===== config.mk =====
export PLATFORM = sky130hd
export DESIGN_NAME = i2sin
export DESIGN_NICKNAME = d
export VERILOG_FILES = /design/src/rtl/i2sin.sv
export SDC_FILE = /design/constraint.sdc
export NUM_CORES = 1
export LEC_CHECK = 0
export ABC_AREA = 0
export CORE_MARGIN = 1.5
export CORE_UTILIZATION = 30
export DETAILED_ROUTE_END_ITERATION = 8
export GPL_TIMING_DRIVEN = 0
export SLEW_MARGIN = 20
export SYNTH_ARGS = -nofsm -noshare
export SYNTH_HDL_FRONTEND = slang
export SYNTH_SLANG_ARGS = --single-unit

===== constraint.sdc =====
create_clock -name sck -period 10.7 [get_ports sck]
set_clock_uncertainty 0.2 [all_clocks]
set_input_delay 2.675 -clock sck [delete_from_list [all_inputs] [get_ports sck]]
set_output_delay 2.675 -clock sck [all_outputs]
set_load 0.005 [all_outputs]

===== src/rtl/i2sin.sv =====
// I2S-style serial receiver: deserialises ws/sd (MSB first, ws low = left) into
// parallel stereo samples with a one-cycle data_valid pulse per well-formed frame.
module i2sin #(
    parameter int unsigned BITS_PRECISION = 24
) (
    input  logic                      sck,
    input  logic                      rst,
    input  logic                      ws,
    input  logic                      sd,
    output logic [BITS_PRECISION-1:0] l_data,
    output logic [BITS_PRECISION-1:0] r_data,
    output logic                      data_valid,
    output logic                      frame_error
);

    localparam int unsigned N  = BITS_PRECISION;
    localparam int unsigned CW = $clog2(N + 1);

    typedef enum logic [1:0] {
        HUNT  = 2'd0,
        RIGHT = 2'd1,
        DONE  = 2'd2,
        SKIP  = 2'd3
    } state_t;

    state_t          state, state_nxt;
    logic            ws_prev;
    logic [CW-1:0]   lo_cnt;
    logic [CW-1:0]   bit_cnt, bit_cnt_nxt;
    logic [N-1:0]    left_sr;
    logic [N-1:0]    left_hold, left_hold_nxt;
    logic [N-1:0]    right_sr, right_sr_nxt;
    logic [N-1:0]    l_data_nxt, r_data_nxt;
    logic            data_valid_nxt, frame_error_nxt;

    // Left capture runs regardless of state, so a frame following idle
    // (no ws falling edge) still yields the last N low samples.
    always_ff @(posedge sck or posedge rst) begin
        if (rst) begin
            ws_prev <= 1'b1;
            lo_cnt  <= '0;
            left_sr <= '0;
        end else begin
            ws_prev <= ws;
            if (!ws) begin
                left_sr <= {left_sr[N-2:0], sd};
                if (lo_cnt != CW'(N)) begin
                    lo_cnt <= lo_cnt + CW'(1);
                end
            end else begin
                lo_cnt <= '0;
            end
        end
    end

    // Frame state and registered outputs.
    always_ff @(posedge sck or posedge rst) begin
        if (rst) begin
            state       <= HUNT;
            bit_cnt     <= '0;
            left_hold   <= '0;
            right_sr    <= '0;
            l_data      <= '0;
            r_data      <= '0;
            data_valid  <= 1'b0;
            frame_error <= 1'b0;
        end else begin
            state       <= state_nxt;
            bit_cnt     <= bit_cnt_nxt;
            left_hold   <= left_hold_nxt;
            right_sr    <= right_sr_nxt;
            l_data      <= l_data_nxt;
            r_data      <= r_data_nxt;
            data_valid  <= data_valid_nxt;
            frame_error <= frame_error_nxt;
        end
    end

    always_comb begin
        state_nxt       = state;
        bit_cnt_nxt     = bit_cnt;
        left_hold_nxt   = left_hold;
        right_sr_nxt    = right_sr;
        l_data_nxt      = l_data;
        r_data_nxt      = r_data;
        data_valid_nxt  = 1'b0;
        frame_error_nxt = 1'b0;

        case (state)
            HUNT: begin
                if (ws && !ws_prev) begin
                    if (lo_cnt == CW'(N)) begin
                        left_hold_nxt = left_sr;
                        right_sr_nxt  = {{(N-1){1'b0}}, sd};
                        bit_cnt_nxt   = CW'(1);
                        state_nxt     = RIGHT;
                    end else begin
                        frame_error_nxt = 1'b1;
                        state_nxt       = SKIP;
                    end
                end
            end
            RIGHT: begin
                if (ws) begin
                    right_sr_nxt = {right_sr[N-2:0], sd};
                    bit_cnt_nxt  = bit_cnt + CW'(1);
                    if (bit_cnt_nxt == CW'(N)) begin
                        r_data_nxt     = right_sr_nxt;
                        l_data_nxt     = left_hold;
                        data_valid_nxt = 1'b1;
                        state_nxt      = DONE;
                    end
                end else begin
                    frame_error_nxt = 1'b1;
                    state_nxt       = HUNT;
                end
            end
            DONE: begin
                if (!ws) begin
                    state_nxt = HUNT;
                end
            end
            SKIP: begin
                if (!ws) begin
                    state_nxt = HUNT;
                end
            end
            default: state_nxt = HUNT;
        endcase
    end

endmodule


### After elaboration in Yosys (flattened, before gate mapping)

Index checks and enable logic that the tools add are counted.

| storage, ports and cells | value |
|---|---|
| register bits after elaboration | 134 |
| input port bits | 4 |
| output and inout bits | 50 |
| word-level logic and storage cells | 57 |

| operators by class | value |
|---|---|
| $add $sub $neg | 2 |
| eq/ne operators | 11 |
| mux-type cells | 23 |
| reduce and logical (&&, ||, !) cells | 10 |

Operators by type and width:

| kind | number |
|---|---|
| 2-to-1 mux 23 bit | 3 |
| case mux 23 bit (2 select lines) | 1 |
| 2-to-1 mux 5 bit | 5 |
| adder 5 x 1 -> 5 bit, second input constant | 2 |
| equality test 5 bit, second input constant | 2 |
| 2-to-1 mux 2 bit | 5 |
| case mux 5 bit (2 select lines) | 1 |
| AND reduction 3 bit | 3 |
| != test 2 bit, second input constant | 4 |
| 2-to-1 mux 1 bit | 6 |
| case mux 2 bit (3 select lines) | 1 |
| != test 5 bit, second input constant | 1 |
| equality test 2 bit, second input constant | 2 |
| AND reduction 4 bit | 1 |
| nonzero test 2 bit | 2 |
| != test 3 bit, second input constant | 1 |
| equality test 2 x 1 -> 1 bit, second input constant | 1 |
| zero test 2 bit | 1 |
| case mux 1 bit (2 select lines) | 1 |
| OR reduction 2 bit | 1 |
| logical AND 1 bit | 1 |
| zero test 1 bit | 1 |

### Depth between registers and ports, before layout

Gate-level depths: netlist (run 1).

| depth | value |
|---|---|
| depth in word-level cells | 5 |
| gate-level depth with buffers | 8 |
| gate-level depth less buffers | 6 |

### Least setup slack after synthesis (run 1)

No wires, ideal clock.

| path | value |
|---|---|
| kind | input -> register |
| start | input ws |
| end | register r_data[0] |
| library setup time | 125 ps |
| arrival time | 3951 ps |
| required time | 10375 ps |
| setup slack | 6424 ps |
| stages | 8 |
| path buffers | 4 |
| path through | buf_4 > nor2b_4 > and2_1 > buf_4 > nand4_2 > buf_6 > buf_6 > mux2_4 |

| between the ends | value |
|---|---|
| word-level cells in the longest chain between the ends | 1 |

Ends and longest elaborated chain:

| element | RTL line | source |
|---|---|---|
| start: declaration | 8 | `input logic ws,` |
| AND reduction 3 bit (no source line) | n/a |  |
| end signal: assignment | 73 | `r_data <= r_data_nxt;` |
| end: declaration | 11 | `output logic [BITS_PRECISION-1:0] r_data,` |

No other way between the ends.
A chain may end at the register's enable or synchronous reset.

### Worst setup path after layout (run 1)

| path | value |
|---|---|
| start | input ws |
| end | register r_data[7] |

The elaborated chain is that of the path after synthesis.

==> metrics.log, run 1 <==
[metrics] multiplexer fraction of the synthesized cell area: 0.223
[metrics] Max Fclk: ~220 MHz
[metrics] worst rel slew slack: 0.603
[metrics] arithmetic-cell share of the synthesized area counting full adders, half adders and majority gates: 0.00725
[metrics] dominant combinational cell family by area after synthesis: multiplexers
[metrics] Avg Inst Size Synth: approximately 16 µm²
[metrics] number of synthesized register bits: roughly 130
[metrics] number of enable-type register cells in the synthesized netlist: 0
[metrics] sequential cell area fraction in the yosys report: 0.648
[metrics] cell type with the largest total area after synthesis: dfrtp_1
[metrics] most used flip-flop cell after synthesis: dfrtp_1
[metrics] outcome: finished clean
[metrics] postcts setup bufs: 0
[metrics] classification of the worst-slack hold path: register to register
[metrics] startpoint of the lowest-slack register-to-register path: lo_cnt[0]
[metrics] final hold violation count: 0
[metrics] overall die height: 134 µm
[metrics] Min-Delay Endpoint: l_data[13]
[metrics] placeable core region: 16700 µm²
[metrics] top cells by instance count after synthesis: dfrtp_1, mux2_2, a22o_1
[metrics] total count of max-transition violations in the final report: 0
[metrics] full die area: about 18000 µm²
[metrics] horizontal die dimension: 134 µm
[metrics] Peak supply drop: 0.0997 mV
[metrics] antenna diode instance count: 0
[metrics] post-synthesis async set-or-reset flop share: 1.00
[metrics] Final Critical Period: 4.57 ns
[metrics] register clock-pin slew on the reported worst setup and hold paths: 0.06 ns
[metrics] CTS max path bufs: 2
[metrics] actual transition at the worst max-transition pin: 0.595 ns
[metrics] Finish-stage setup viols: 0
[metrics] total power density per cell area: 190 nW/µm²
[metrics] Crit. End Element: register
[metrics] cts repair resizes: 0
[metrics] # nets final: 410
[metrics] Pleak: between 3 and 4 nW
[metrics] H-Tree Level Count: 4
[metrics] area share of and/or/nand/nor cells after synthesis: 0.0331
[metrics] post-synthesis to final-layout area growth: 27.2%
[metrics] critical path fanouts, max: 10
[metrics] Synth area leaders: dfrtp_1, mux2_2, a22o_1
[metrics] Reg2Reg Capture Point: bit_cnt[3]
[metrics] compound-gate portion of the synthesized area: 0.0566
[metrics] slack of the worst reg-to-reg path: 8.40 ns
[metrics] number of maximum-capacitance violations: 0
[metrics] initial core utilization: 0.310
[metrics] most common cell in the netlist: dfrtp_1
[metrics] WL per Instance: 14.8 µm
[metrics] DRT antenna net count: 0
[metrics] count of cells along the worst hold path: 1
[metrics] number of library cell types mapped by synthesis: 31
[metrics] proportion of netlist area held by the largest area contributor: 0.643
[metrics] Inserted Clock Buffers: 17
[metrics] utilization after layout: 0.394
[metrics] global-route wire length before repair: ~16000 µm
[metrics] unrepaired setup endpoints after global routing: no
[metrics] worst-skew pair later-pin latency: 0.41 ns
[metrics] gpl congestion: 0.712
[metrics] number of placed I/O pins: 54
[metrics] final worst-path cycle share: 0.427
[metrics] arrival time of the worst setup path: 4.66 ns
[metrics] Synth Net Count: approximately 340
[metrics] Cell Rows: 47
[metrics] synthesized instance count: 330
[metrics] start-to-end type of the worst setup path: primary input to register
[metrics] routed via count: 2858
[metrics] GR Overflow Total: 0
[metrics] clk root buf: clkbuf_16
[metrics] startpoint of the lowest-slack hold path: left_hold[13]
[metrics] count of input and output buffers: 53
[metrics] DRC violations left: 0
[metrics] combined area of all synthesized cells: ~5200 µm²
[metrics] required time worst endpoint: ~11 ns
[metrics] detailed-router iteration count before antenna repair: 4
[metrics] HPWL Detailed: 6130 µm
[metrics] clock tree from TritonCTS: done
[metrics] nature of the critical path startpoint: primary input
[metrics] total track usage: 0.117
[metrics] violation count after the first detailed-route iteration: 189
[metrics] Total Neg Setup Slack: 0 ns
[metrics] hold buffer count at cts: 0
[metrics] Synth Warn #: 0
[metrics] critical path launch point: ws
[metrics] largest net degree at the start of global routing: 80
[metrics] CTS Sinks: 134
[metrics] post-synthesis xor/xnor area fraction: 0.00677
[metrics] share of cells above drive strength 1: 0.351
[metrics] detailed-route wire length: 9440 µm
[metrics] number of antenna violations at the first check in global routing: 0
[metrics] depth of the worst register-to-register path: 8
[metrics] vias per cell: about 4.5
[metrics] number of global-route vias before repair: 3132
==> metal layers <==
layer / track usage / share of wire / vias to the layer above
met5: 0 / 0 / -
met1: 0.147 / 0.47 / 1457
li1: - / - / 1330
met3: 0.0457 / 0.046 / 14
met4: 0.0466 / 0.012 / 0
met2: 0.181 / 0.47 / 57
==> layout make-up <==
type                    instances  area [µm²]
fillers                      1580       10100
flip-flops and latches        134        3350
multi-input cells             172        1690
repair buffers                 54         558
clock buffers                  24         492
well taps                     220         275
plain buffers                  20         113
clock inverters                 8        75.1
inverters                       4        22.5
==> registers in the layout, indices dropped and copies added, names as in the netlist <==
signal       cells
r_data          24
bit_cnt          5
data_valid       1
frame_error      1
left_hold       24
state            2
right_sr        23
lo_cnt           5
left_sr         24
l_data          24
ws_prev          1
==> kinds of logic (layout without fill, tap and decap cells) <==
family,count (synthesis),count (layout)
DFF,134,134
muxes,100,100
AOI/OAI and AO/OA,36,36
and+or+nand+nor,29,29
buffers and inverters,24,110
xor gates and xnor gates,4,4
adders and majority gates,3,3
==> power breakdown <==
group          switching [mW]  internal [mW]  leakage (nW)
Combinational          0.0433         0.0536          1.06
Sequential             0.0427          0.563          1.81
Clock                   0.206          0.343         0.268
Total                   0.292          0.959          3.13
==> how the worst max path moves through the flow <==
stage | endpoint | depth (start not counted)
finish | r_data[7] | 9
global route | r_data[7] | 9
CTS | r_data[7] | 9
detailed placement | r_data[7] | 9
global placement | l_data[15] | 2
floorplan | bit_cnt[0] | 1
==> worst max-delay path: stages <==
cell	delay, ns
clkdlybuf4s50_1	0.49
buf_4	0.16
nor2b_4	0.20
and2_1	0.14
buf_4	0.16
nand4_2	0.16
buf_6	0.20
buf_6	0.16
mux2_4	0.30
==> metrics by stage <==
step           setup slack (ns)  instances  total power [mW]  hold slack, ns  area, µm²
2_1_floorplan              4.24        330             0.679           0.265       5170
3_3_place_gp               2.60        603             0.704           0.286       5980
3_5_place_dp               5.70        604             0.713           0.292       6020
4_1_cts                    6.15        636              1.27           0.302       6580
5_1_grt                    6.04        636              1.31           0.319       6580
6_report                   6.13        636              1.25           0.296       6580
==> cells in the final DEF (no fill, tap or decap), types with 4 or more instances in the layout <==
cell and instances:
clkbuf_1 9, clkinvlp_4 4, clkdlybuf4s50_1 53, clkbuf_8 4, mux2_2 88, nor2_1 8, o21ai_0 8, dfrtp_1 133
clkbuf_16 17, a22o_1 23, mux2_4 9, buf_2 9
Power figures use the tool's default switching activity.
==> run 2, diff against run 1 <==
- clock period: 10.7 -> 4.6 ns (I/O delays scaled with it)
==> run 2 against run 1 <==
  * Sequential power up 130%
  * Largest power group unchanged
  * Hold slack better by 0.0015 ns
  * Global-route usage down 0.22 points
  * Sequential share of layout area down 0.55 points
  * Critical path type unchanged
  * Via count up 1.4%
  * Largest cell class unchanged
  * Clock power up 140%
  * Flip-flop and latch count unchanged
==> metrics.log, run 2 (synthesis gave the netlist of run 1 again) <==
[metrics] HPWL Detailed: 6440 µm (+5.0%)
[metrics] area used by multi-input combinational logic: 1690 µm² (unchanged)
[metrics] Finish-stage setup viols: 0 (unchanged)
[metrics] cell area after layout: 6650 µm² (+1.1%)
[metrics] clk root buf: clkbuf_16
[metrics] Final Critical Period: 3.04 ns
[metrics] worst-skew pair later-pin latency: 0.41 ns (about the same)
[metrics] initial core utilization: 0.310 (unchanged)
[metrics] required time worst endpoint: 4.69 ns (-6.10 ns)
[metrics] vias per cell: 4.54 (+0.96%)
[metrics] number of global-route vias before repair: 3026 (-3.4%)
[metrics] actual transition at the worst max-transition pin: 0.607 ns (+0.0125 ns)
[metrics] utilization after layout: 0.398 (+0.00427)
[metrics] H-Tree Level Count: 4 (unchanged)
[metrics] critical path fanouts, max: 10 (unchanged)
[metrics] global-route wire length before repair: 15800 µm (-1.9%)
[metrics] top cell family by delay on the critical path: buffers and inverters
[metrics] number of buffers and inverters on the critical path: 5 (unchanged)
[metrics] number of placed I/O pins: 54 (unchanged)
[metrics] commonest non-fill, non-tap cells in the layout: dfrtp_1, mux2_2, clkdlybuf4s50_1
[metrics] # nets final: 413 (+0.73%)
[metrics] Pleak: 3.17 nW (+1.1%)
[metrics] GR Overflow Total: 0 (unchanged)
[metrics] antenna diode instance count: 0 (unchanged)
[metrics] Cell Chain, Critical Path: clkdlybuf4s50_1 > buf_4 > nor2b_4 > and2_1 > buf_4 > nand4_2 > buf_6 > buf_6 > mux2_4
[metrics] worst rel slew slack: 0.595 (-0.00832)
[metrics] share of cells above drive strength 1: 0.356 (+0.00465)
[metrics] largest stage delay on the critical path: 0.48 ns (about the same)
[metrics] Max Fclk: 329 MHz
[metrics] start-to-end type of the worst setup path: primary input to register
[metrics] CTS Sinks: 134 (unchanged)
[metrics] horizontal die dimension: 134 µm (unchanged)
[metrics] DRC violations left: 0 (unchanged)
[metrics] hold buffer count at cts: 0 (unchanged)
[metrics] outcome: finished clean
[metrics] gpl congestion: 0.723 (+1.5%)
[metrics] register clock-pin slew on the reported worst setup and hold paths: 0.05 ns (about the same)
[metrics] cell with the largest stage delay on the worst path: clkdlybuf4s50_1
[metrics] violation count after the first detailed-route iteration: 114 (-40%)
[metrics] total count of max-transition violations in the final report: 0 (unchanged)
[metrics] Register Area: 3350 µm² (unchanged)
[metrics] placed cell area: 6060 µm² (+0.81%)
[metrics] Crit. End Element: register
[metrics] total track usage: 0.115 (-0.00224)
[metrics] arrival time of the worst setup path: 3.13 ns (-1.53 ns)
[metrics] post-place setup slack: 1.14 ns (-4.57 ns)
[metrics] largest net degree at the start of global routing: 32 (-60%)
[metrics] placeable core region: 16700 µm² (unchanged)
[metrics] full die area: 18000 µm² (unchanged)
[metrics] worst hold margin: 0.298 ns (+0.00148 ns)
[metrics] Total Neg Setup Slack: 0 ns (unchanged)
[metrics] Cell Rows: 47 (unchanged)
[metrics] detailed-route wire length: 9510 µm (+0.73%)
[metrics] cts repair resizes: 0 (unchanged)
[metrics] number of antenna violations at the first check in global routing: 0 (unchanged)
[metrics] Peak supply drop: 0.372 mV (+270%)
[metrics] nature of the critical path startpoint: primary input
[metrics] clock tree from TritonCTS: done
[metrics] CTS max path bufs: 2 (unchanged)
[metrics] routed via count: 2899 (+1.4%)
[metrics] post-synthesis to final-layout area growth: 28.6%
[metrics] number of maximum-capacitance violations: 0 (unchanged)
[metrics] classification of the worst-slack hold path: register to register
[metrics] total power density per cell area: 448 nW/µm² (+140%)
[metrics] filler instances: 1594 (+0.89%)
[metrics] commonest non-fill, non-tap cell in the layout: dfrtp_1
[metrics] detailed-router iteration count before antenna repair: 4 (unchanged)
[metrics] final hold violation count: 0 (unchanged)
[metrics] postcts setup bufs: 0 (unchanged)
[metrics] Inserted Clock Buffers: 17 (unchanged)
[metrics] DRT antenna net count: 0 (unchanged)
[metrics] overall die height: 134 µm (unchanged)
[metrics] unrepaired setup endpoints after global routing: no
[metrics] WL per Instance: 14.9 µm (+0.26%)
[metrics] count of input and output buffers: 53 (unchanged)
[metrics] final worst-path cycle share: 0.661
[metrics] least setup slack across all paths after layout: 1.56 ns (-4.57 ns)
-- run 2: layer usage --
layer,track usage,wire (µm)
met4,0.0472,167
met1,0.146,4520
met3,0.0469,470
met2,0.173,4350
met5,0,0
-- run 2: final timing paths --
check                      cells past startpoint          from          to  slack, ns
min reg2reg                                    1  left_hold[9]   l_data[9]       0.30
max in group asynchronous                      4           rst     ws_prev       2.44
min in group asynchronous                      2           rst   lo_cnt[2]       0.96
min                                            1  left_hold[9]   l_data[9]       0.30
max                                            9            ws   r_data[5]       1.56
max reg2reg                                    8     lo_cnt[0]  bit_cnt[3]       2.26
-- run 2: where the power goes --
group	internal (mW)	switching [mW]
Sequential	1.31	0.0992
Clock	0.852	0.488
Combinational	0.129	0.101
Total	2.29	0.688
-- run 2: stage by stage --
step,power [mW],std cells
2_1_floorplan,1.58,330
3_3_place_gp,1.64,603
3_5_place_dp,1.66,607
4_1_cts,3.01,639
5_1_grt,3.11,639
6_report,2.98,639
-- run 2: layout make-up --
| class | instances | share of cell area |
|---|---|---|
| timing repair buffer | 57 | 0.0918 |
| buffer | 20 | 0.0169 |
| multi-input combinational | 172 | 0.254 |
| clock buffer | 24 | 0.0739 |
| tap | 220 | 0.0414 |
| inverter | 4 | 0.00282 |
| clock inverter | 8 | 0.0147 |
| sequential | 134 | 0.504 |
